`src/rtl/mem_access_unit_pkg.sv`:
```
// Shared load/store definitions: funct3 access encodings, FSM states and
// the legality check on the requested access type.
package mem_access_unit_pkg;

  localparam int MEM_ADDR_W = 32;
  localparam int MEM_DATA_W = 32;

  localparam logic [2:0] F3_LB  = 3'b000;
  localparam logic [2:0] F3_LH  = 3'b001;
  localparam logic [2:0] F3_LW  = 3'b010;
  localparam logic [2:0] F3_LBU = 3'b100;
  localparam logic [2:0] F3_LHU = 3'b101;
  localparam logic [2:0] F3_SB  = 3'b000;
  localparam logic [2:0] F3_SH  = 3'b001;
  localparam logic [2:0] F3_SW  = 3'b010;

  typedef enum logic [1:0] {
    ST_IDLE   = 2'd0,
    ST_ACCESS = 2'd1,
    ST_WRITE  = 2'd2,
    ST_DONE   = 2'd3
  } state_e;

  function automatic logic size_illegal(input logic we, input logic [2:0] size);
    logic bad;
    if (we) bad = (size != F3_SB) && (size != F3_SH) && (size != F3_SW);
    else    bad = (size == 3'b011) || (size == 3'b110) || (size == 3'b111);
    return bad;
  endfunction

endpackage

```
`src/rtl/mem_access_unit_lsu_align.sv`:
```
// Combinational lane logic: misalignment check, store-lane merge into the old
// RAM word and sign/zero-extended load extraction.
module lsu_align
  import mem_access_unit_pkg::*;
(
  input  logic [2:0]  size_i,
  input  logic [1:0]  addr_lo_i,
  input  logic [31:0] word_i,
  input  logic [31:0] wdata_i,
  output logic        misaligned_o,
  output logic [31:0] store_word_o,
  output logic [31:0] load_word_o
);

  logic [31:0] shifted;
  logic [31:0] byte_mask;
  logic [31:0] half_mask;
  logic [4:0]  byte_sh;
  logic [4:0]  half_sh;

  assign byte_sh   = {addr_lo_i, 3'b000};
  assign half_sh   = {addr_lo_i[1], 4'b0000};
  assign shifted   = word_i >> byte_sh;
  assign byte_mask = 32'h0000_00FF << byte_sh;
  assign half_mask = 32'h0000_FFFF << half_sh;

  always_comb begin
    misaligned_o = 1'b0;
    store_word_o = wdata_i;
    load_word_o  = word_i;
    case (size_i[1:0])
      2'b00: begin
        store_word_o = (word_i & ~byte_mask) | ({24'd0, wdata_i[7:0]} << byte_sh);
        load_word_o  = {{24{shifted[7] & ~size_i[2]}}, shifted[7:0]};
      end
      2'b01: begin
        misaligned_o = addr_lo_i[0];
        store_word_o = (word_i & ~half_mask) | ({16'd0, wdata_i[15:0]} << half_sh);
        load_word_o  = {{16{shifted[15] & ~size_i[2]}}, shifted[15:0]};
      end
      2'b10: misaligned_o = (addr_lo_i != 2'b00);
      default: misaligned_o = 1'b0;
    endcase
  end

endmodule

```
`src/rtl/mem_access_unit.sv`:
```
// Load/store initiator: one request at a time, aligned word RAM accesses,
// read-modify-write for sub-word stores.
module mem_access_unit
  import mem_access_unit_pkg::*;
#(
  parameter int ADDR_W = MEM_ADDR_W,
  parameter int DATA_W = MEM_DATA_W
) (
  input  logic              clk,
  input  logic              rstn,
  input  logic              req_i,
  input  logic              we_i,
  input  logic [2:0]        size_i,
  input  logic [ADDR_W-1:0] addr_i,
  input  logic [DATA_W-1:0] wdata_i,
  output logic              ready_o,
  output logic              done_o,
  output logic              err_o,
  output logic [DATA_W-1:0] rdata_o,
  output logic              mem_we_o,
  output logic [ADDR_W-1:0] mem_addr_o,
  output logic [DATA_W-1:0] mem_data_o,
  input  logic [DATA_W-1:0] mem_data_i
);

  state_e            state_q;
  logic              we_q;
  logic              err_q;
  logic [2:0]        size_q;
  logic [ADDR_W-1:0] addr_q;
  logic [DATA_W-1:0] wdata_q;
  logic [DATA_W-1:0] merged_q;
  logic [DATA_W-1:0] rdata_q;

  logic              idle;
  logic [2:0]        al_size;
  logic [1:0]        al_lo;
  logic              al_misaligned;
  logic [31:0]       al_store;
  logic [31:0]       al_load;

  assign idle = (state_q == ST_IDLE);

  // The aligner checks the incoming request while idle and the latched one afterwards.
  assign al_size = idle ? size_i : size_q;
  assign al_lo   = idle ? addr_i[1:0] : addr_q[1:0];

  lsu_align u_align (
    .size_i       (al_size),
    .addr_lo_i    (al_lo),
    .word_i       (mem_data_i),
    .wdata_i      (wdata_q),
    .misaligned_o (al_misaligned),
    .store_word_o (al_store),
    .load_word_o  (al_load)
  );

  always_ff @(posedge clk) begin
    if (!rstn) begin
      state_q  <= ST_IDLE;
      we_q     <= 1'b0;
      err_q    <= 1'b0;
      size_q   <= 3'd0;
      addr_q   <= '0;
      wdata_q  <= '0;
      merged_q <= '0;
      rdata_q  <= '0;
    end else begin
      case (state_q)
        ST_IDLE: begin
          if (req_i) begin
            we_q    <= we_i;
            size_q  <= size_i;
            addr_q  <= addr_i;
            wdata_q <= wdata_i;
            if (size_illegal(we_i, size_i) || al_misaligned) begin
              err_q   <= 1'b1;
              state_q <= ST_DONE;
            end else if (we_i && size_i == F3_SW) begin
              err_q    <= 1'b0;
              merged_q <= wdata_i;
              state_q  <= ST_WRITE;
            end else begin
              err_q   <= 1'b0;
              state_q <= ST_ACCESS;
            end
          end
        end
        ST_ACCESS: begin
          if (we_q) begin
            merged_q <= al_store;
            state_q  <= ST_WRITE;
          end else begin
            rdata_q <= al_load;
            state_q <= ST_DONE;
          end
        end
        ST_WRITE: state_q <= ST_DONE;
        default:  state_q <= ST_IDLE;
      endcase
    end
  end

  assign ready_o    = rstn && idle;
  assign done_o     = (state_q == ST_DONE);
  assign err_o      = done_o && err_q;
  assign rdata_o    = rdata_q;
  // Reset gates the strobe immediately so an abort in WRITE never commits.
  assign mem_we_o   = rstn && (state_q == ST_WRITE);
  assign mem_addr_o = idle ? '0 : {addr_q[ADDR_W-1:2], 2'b00};
  assign mem_data_o = merged_q;

endmodule

```
`config.mk`:
```
export PLATFORM = sky130hd
export DESIGN_NAME = mem_access_unit
export DESIGN_NICKNAME = d
export VERILOG_FILES = /design/src/rtl/mem_access_unit_pkg.sv /design/src/rtl/mem_access_unit_lsu_align.sv /design/src/rtl/mem_access_unit.sv
export SDC_FILE = /design/constraint.sdc
export NUM_CORES = 1
export LEC_CHECK = 0
export BUFFER_PORTS_ARGS = -buffer_cell sky130_fd_sc_hd__buf_2
export CAP_MARGIN = 20
export CORE_MARGIN = 5
export CORE_UTILIZATION = 30
export CTS_CLUSTER_SIZE = 40
export DETAILED_ROUTE_END_ITERATION = 8
export GPL_TIMING_DRIVEN = 0
export MAX_ROUTING_LAYER = met4
export SETUP_SLACK_MARGIN = 0.5
export SLEW_MARGIN = 20
export SYNTH_ARGS = -nofsm -noshare
export SYNTH_HDL_FRONTEND = slang
export SYNTH_SLANG_ARGS = --single-unit
```
`constraint.sdc`:
```
create_clock -name clk -period 6.7 [get_ports clk]
set_input_delay 0.335 -clock clk [delete_from_list [all_inputs] [get_ports clk]]
set_output_delay 0.335 -clock clk [all_outputs]
set_load 0.05 [all_outputs]
```
# == Word-level counts from Yosys, hierarchy flattened ==
# Cells that the tools add are included.
# classes
eq_ne,15
shift,5
n_mux,21
bitwise,10
n_reduce_logical,17
# op_table
operator,count
32-bit one-hot mux with 2 select lines,3
32-bit two-way mux,5
32-bit bitwise AND,2
32-bit NOT,2
32-bit bitwise OR,2
16-bit by 5-bit left shift with 32-bit output,1
"16-bit by 5-bit left shift with 32-bit output, first input constant",1
8-bit by 5-bit left shift with 32-bit output,1
"8-bit by 5-bit left shift with 32-bit output, first input constant",1
32-bit by 5-bit >> shifter with 16-bit output,1
2-bit two-way mux,4
"2-bit equality test, second input constant",3
"3-bit by 2-bit equality test with 1-bit output, second input constant",2
"3-bit equality test, second input constant",2
1-bit logical AND,6
1-bit two-way mux,6
"2-bit != test, second input constant",3
2-bit one-hot mux with 3 select lines,1
5-bit AND reduction,1
"2-bit by 1-bit equality test with 1-bit output, second input constant",2
2-bit logical NOT,2
2-bit AND reduction,2
2-bit nonzero test,2
1-bit logical OR,3
8 further kinds,10
# totals
regBits,135
input_bits,103

# == Depth between registers and ports, before layout ==
# depth
ltp_word,11
ltp_mapped,14
ltp_nobuf,9

# == Modules after synthesis ==
# Synthesis repeated with hierarchy kept, for this count alone.
# hier_totals
hier_cells,931
hier_area_um2,7283.2
# modules_own_cells
module,instances,cells_each,area_per_inst_um2
mem_access_unit,1,662,5306.3
lsu_align,1,269,1976.9

# == Worst setup path after synthesis ==
# Ideal clock, no wire load.
# synth_timing
path_type,flip-flop to flip-flop
startpoint,register state_q[0]
endpoint,"register merged_q[10], in the netlist mem_data_o[10]"
setup_ns,0.062
arrival_ns,2.787
path_slack_ns,3.852
stages_incl_launch_ff,15
synth_period_minus_slack_ns,2.848
cell_sequence,dfxtp_1 > inv_1 > ha_1 > buf_6 > buf_6 > mux2i_4 > clkbuf_1 > ha_1 > clkbuf_1 > clkbuf_1 > nand2_1 > nor2_1 > a311oi_1 > o211ai_1 > a32o_1
# synth_between
elab_chain_cells,9
elab_cells_between_ends,29
cone_classes,7 x eq/ne; 4 x shift; 6 x mux; 6 x bitwise; 6 x reduce/logical
# synth_lines
element,line,source
"start, declared",mem_access_unit.sv:26,state_e state_q;
"start signal, assigned",mem_access_unit.sv:60,state_q <= ST_IDLE;
"start signal, assigned",mem_access_unit.sv:78,state_q <= ST_DONE;
"start signal, assigned",mem_access_unit.sv:82,state_q <= ST_WRITE;
2-bit logical NOT,"mem_access_unit.sv:42, mem_access_unit.sv:69",
2-bit two-way mux,mem_access_unit.sv:46,assign al_lo = idle ? addr_i[1:0] : addr_q[1:0];
16-bit by 5-bit left shift with 32-bit output or 8-bit by 5-bit left shift with 32-bit output (tied branches),"mem_access_unit_lsu_align.sv:25, mem_access_unit_lsu_align.sv:24",
"32-bit NOT, on equally long branches","mem_access_unit_lsu_align.sv:38, mem_access_unit_lsu_align.sv:33",
"32-bit bitwise AND, on equally long branches","mem_access_unit_lsu_align.sv:38, mem_access_unit_lsu_align.sv:33",
"32-bit bitwise OR, on equally long branches","mem_access_unit_lsu_align.sv:38, mem_access_unit_lsu_align.sv:33",
32-bit one-hot mux with 2 select lines,mem_access_unit_lsu_align.sv:31,case (size_i[1:0])
32-bit two-way mux,mem_access_unit.sv:90,if (we_q) begin
32-bit one-hot mux with 2 select lines,mem_access_unit.sv:69,case (state_q)
"end signal, assigned",mem_access_unit.sv:81,merged_q <= wdata_i;
"end signal, assigned",mem_access_unit.sv:91,merged_q <= al_store;
"end, declared",mem_access_unit.sv:32,logic [DATA_W-1:0] merged_q;
# Parallel ways exist; a longest one is shown, timed or not. The select of a mux whose other input is x is not followed.
# A chain may end at the register's enable or synchronous reset.

# == Worst setup path in the final report ==
# layout_timing
startpoint,register state_q[1]
endpoint,"register merged_q[24], in the netlist mem_data_o[24]"
# The elaborated chain is that of the path after synthesis.

==> run_results.csv <==
group,metric,value,unit
die,coreArea,0.0243,mm2
route,viasPerCell,5.25,
setup_path,cp.arrival,4.34,ns
placed_design,dp_cells,1540,
clock_tree,numCtsBuffers,17,
setup_path,path_max_fanout,11,
clock_tree,cts_tree,"built",
run,max_cap_viol_count,0,
setup_path,r2r_setup_slack,2.74,ns
min_path,min-delay-path-class,"primary input to flip-flop",
timing,clock_skew,0.0131,ns
synth,ys_warn_count,0,
synth,synth.cell_area,0.00740,mm2
route,drt_wl_total,29900,um
route,drt-initial-drc-count,820,
cells_and_area,area_growth,26.4,%
synth,yosys.area.top_type_share,36.5,%
placed_design,dp_hpwl,22900,um
cells_and_area,final_common_cell,"buf_2",
synth,ys_ff_latch,135,
timing,finalWorstSetupSlack,2.74,ns
timing,fin_setup_tns,0,ns
clock_tree,insertion_delay,0.43,ns
synth,synth_top_flop_cell,"dfxtp_1",
timing,fin_crit_sh,59.2,%
synth,synth.avg_cell_area,7.27,um2
clock_tree,clk_path_buf_depth,2,
cells_and_area,fillers,2642,
timing,slew_violations,0,
min_path,worstHoldPathCells,3,
clock_tree,hold_buffers,0,
grt,grt.overflow.total,0,
cells_and_area,multi_input_area,0.00425,mm2
clock_tree,cts-root-buf,"clkbuf_16",
synth,syn_inst,1017,
grt,antenna_found_initial,6,
grt,grt_pass1_vias,7880,
setup_path,worstReg2RegStart,"state_q[1]",
timing,maxSlewHeadroom,42.6,%
cells_and_area,final_util,38.4,%
setup_path,startpoint_type,"flip-flop",
grt,grt_max_degree,17,
synth,ys_types,46,
timing,setup_violations,0,
setup_path,criticalPathCategory,"flip-flop to flip-flop",
timing,period_needed,3.96,ns
cells_and_area,regArea,0.00270,mm2
cells_and_area,final_cell_mix,"211 x buf_2, 196 x nand2_1, 146 x nor2_1, 135 x dfxtp_1, 112 x a21oi_1",
synth,synth_largest_area_cell,"dfxtp_1",
grt,grt_usage,21.4,%
placed_design,gp_congestion,0.954,
cells_and_area,layout-drive-gt1-share,21.3,%
synth,ys_top_cells_by_area,"dfxtp_1 37%, nand2_1 9.9%, a21oi_1 7.6%, nor2_1 7.4%, a32o_1 4.3%",
route,vias,8276,
cells_and_area,fin_cells,1577,
cells_and_area,nNetsFinal,1345,
die,rows,57,
die,dieArea,0.0279,mm2
die,io_pins,203,
synth,yosysSeqAreaShare,36.5,%
timing,rsz0062_at_grt,"no",
setup_path,critPathRequiredTime,7.07,ns
synth,synthArstFlopShare,0,%
route,drcViolationCount,0,
route,post_drt_wl_per_cell,18.9,um
timing,hold_ws,0.138,ns
setup_path,r2r_cells,14,
setup_path,r2r-end,"mem_data_o[24]",
route,ant_nets,0,
clock_tree,postCtsSetupBuffers,0,
route,dr.pass1.iters,5,
run_status,status,"finished, final reports clean",
power,power_density,455,mW/mm2
grt,grt_pass1_wl,45800,um
setup_path,worstSetupEndpointType,"flip-flop",
synth,synth-edff-count,0,
timing,fmax,252,MHz
clock_tree,ctsHtreeMaxLevel,4,
placed_design,post-place-ws,2.82,ns
min_path,min_from,"addr_i[17]",
power,cellLeakagePower,3.81,nW
placed_design,io_buffers,198,
die,fp.dieW,167,um
timing,hold_viol,0,
min_path,hold_end,"addr_q[17]",
timing,tightest_slew,0.861,ns
power,vdd_drop_max,0.176,mV
clock_tree,cts.repair.resized,0,
clock_tree,clock_sinks,135,
die,start_util,30.4,%
die,die_y,167,um
clock_tree,clkTransAtPathRegs,0.07,ns
[worst max-delay path by stage]
stage	startpoint	end	slack, ns	depth (start not counted)
6_report	state_q[1]	mem_data_o[24]	2.74	14
2_1_floorplan	state_q[0]	mem_data_o[10]	3.85	14
5_1_grt	state_q[0]	mem_data_o[24]	2.53	14
4_1_cts	state_q[0]	mem_data_o[24]	2.78	14
3_3_place_gp	state_q[0]	mem_data_o[24]	2.77	14
3_5_place_dp	state_q[0]	mem_data_o[24]	2.82	14
[power breakdown]
| group | switching, W | internal [W] | total [W] |
|---|---|---|---|
| combinational | 0.00168 | 0.000636 | 0.00231 |
| sequential | 0.000102 | 0.000969 | 0.00107 |
| clock | 0.000389 | 0.000483 | 0.000872 |
[metal layers]
layer,global-route usage [%],share of wire [%]
met3,6.28,8.9
met4,7.47,2.9
met2,31.7,44
met1,27.8,44
met5,-,0
[sequential cells by signal, summed over array words and instances, names as in the netlist]
| signal | count |
|---|---|
| addr_q | 32 |
| err_q | 1 |
| mem_data_o | 32 |
| rdata_o | 32 |
| size_q | 3 |
| state_q | 2 |
| wdata_q | 32 |
| we_q | 1 |
[final cells by class]
| class | instances | share of cell area, % |
|---|---|---|
| inverters | 7 | 0.281 |
| plain buffers | 93 | 4.51 |
| clock buffers | 18 | 4.70 |
| clock inverters | 13 | 1.03 |
| multi-input cells | 783 | 45.5 |
| diodes | 6 | 0.161 |
| well taps | 324 | 4.34 |
| flip-flops and latches | 135 | 28.9 |
| repair buffers | 198 | 10.6 |
[stage by stage]
step                total power (W)  instance area [um2]
finish                      0.00426                 9350
global route                0.00452                 9350
CTS                         0.00425                 9330
detailed placement          0.00337                 8800
global placement            0.00336                 8800
floorplan                   0.00271                 7400
[cells in the mapped netlist, drive strengths merged, types with 2 or more instances]
| master | count |
|---|---|
| nand2 | 196 |
| nor2 | 146 |
| dfxtp | 135 |
| a21oi | 114 |
| clkbuf | 67 |
| o21ai | 53 |
| nand3 | 47 |
| o211ai | 33 |
| a311oi | 32 |
| a32o | 32 |
| nor2b | 31 |
| buf | 26 |
| and2 | 20 |
| mux2i | 11 |
| a211oi | 10 |
| nor3 | 10 |
| ha | 7 |
| inv | 7 |
| o22a | 7 |
| o31ai | 7 |
| mux2 | 4 |
| nor3b | 4 |
| a31oi | 3 |
| nand2b | 2 |
| o221ai | 2 |
[cells by family (layout without fill, tap and decap cells)]
group                    after synthesis  after routing  synth area share [%]
AND/OR/NAND/NOR                      461            461                  26.7
AO/OA/AOI/OAI                        298            298                  27.0
flip-flops                           135            135                  36.5
buffers and inverters                100            329                  6.06
multiplexers                          15             15                  2.49
adder cells (fa/ha/maj)                7              7                  1.18
other                                  1              8                0.0507
[worst max-delay path, stage by stage (launching register included)]
cell and delay [ns]:
dfxtp_1 0.34, inv_1 0.11, ha_1 0.17, buf_6 0.13, buf_6 0.17, mux2i_4 0.50
clkbuf_1 0.50, ha_1 0.31, clkbuf_1 0.43, buf_1 0.42, nand2_1 0.20, nor2_1 0.14
a311oi_1 0.06, o211ai_1 0.21, a32o_1 0.22
(Power assumes the default switching activity.)
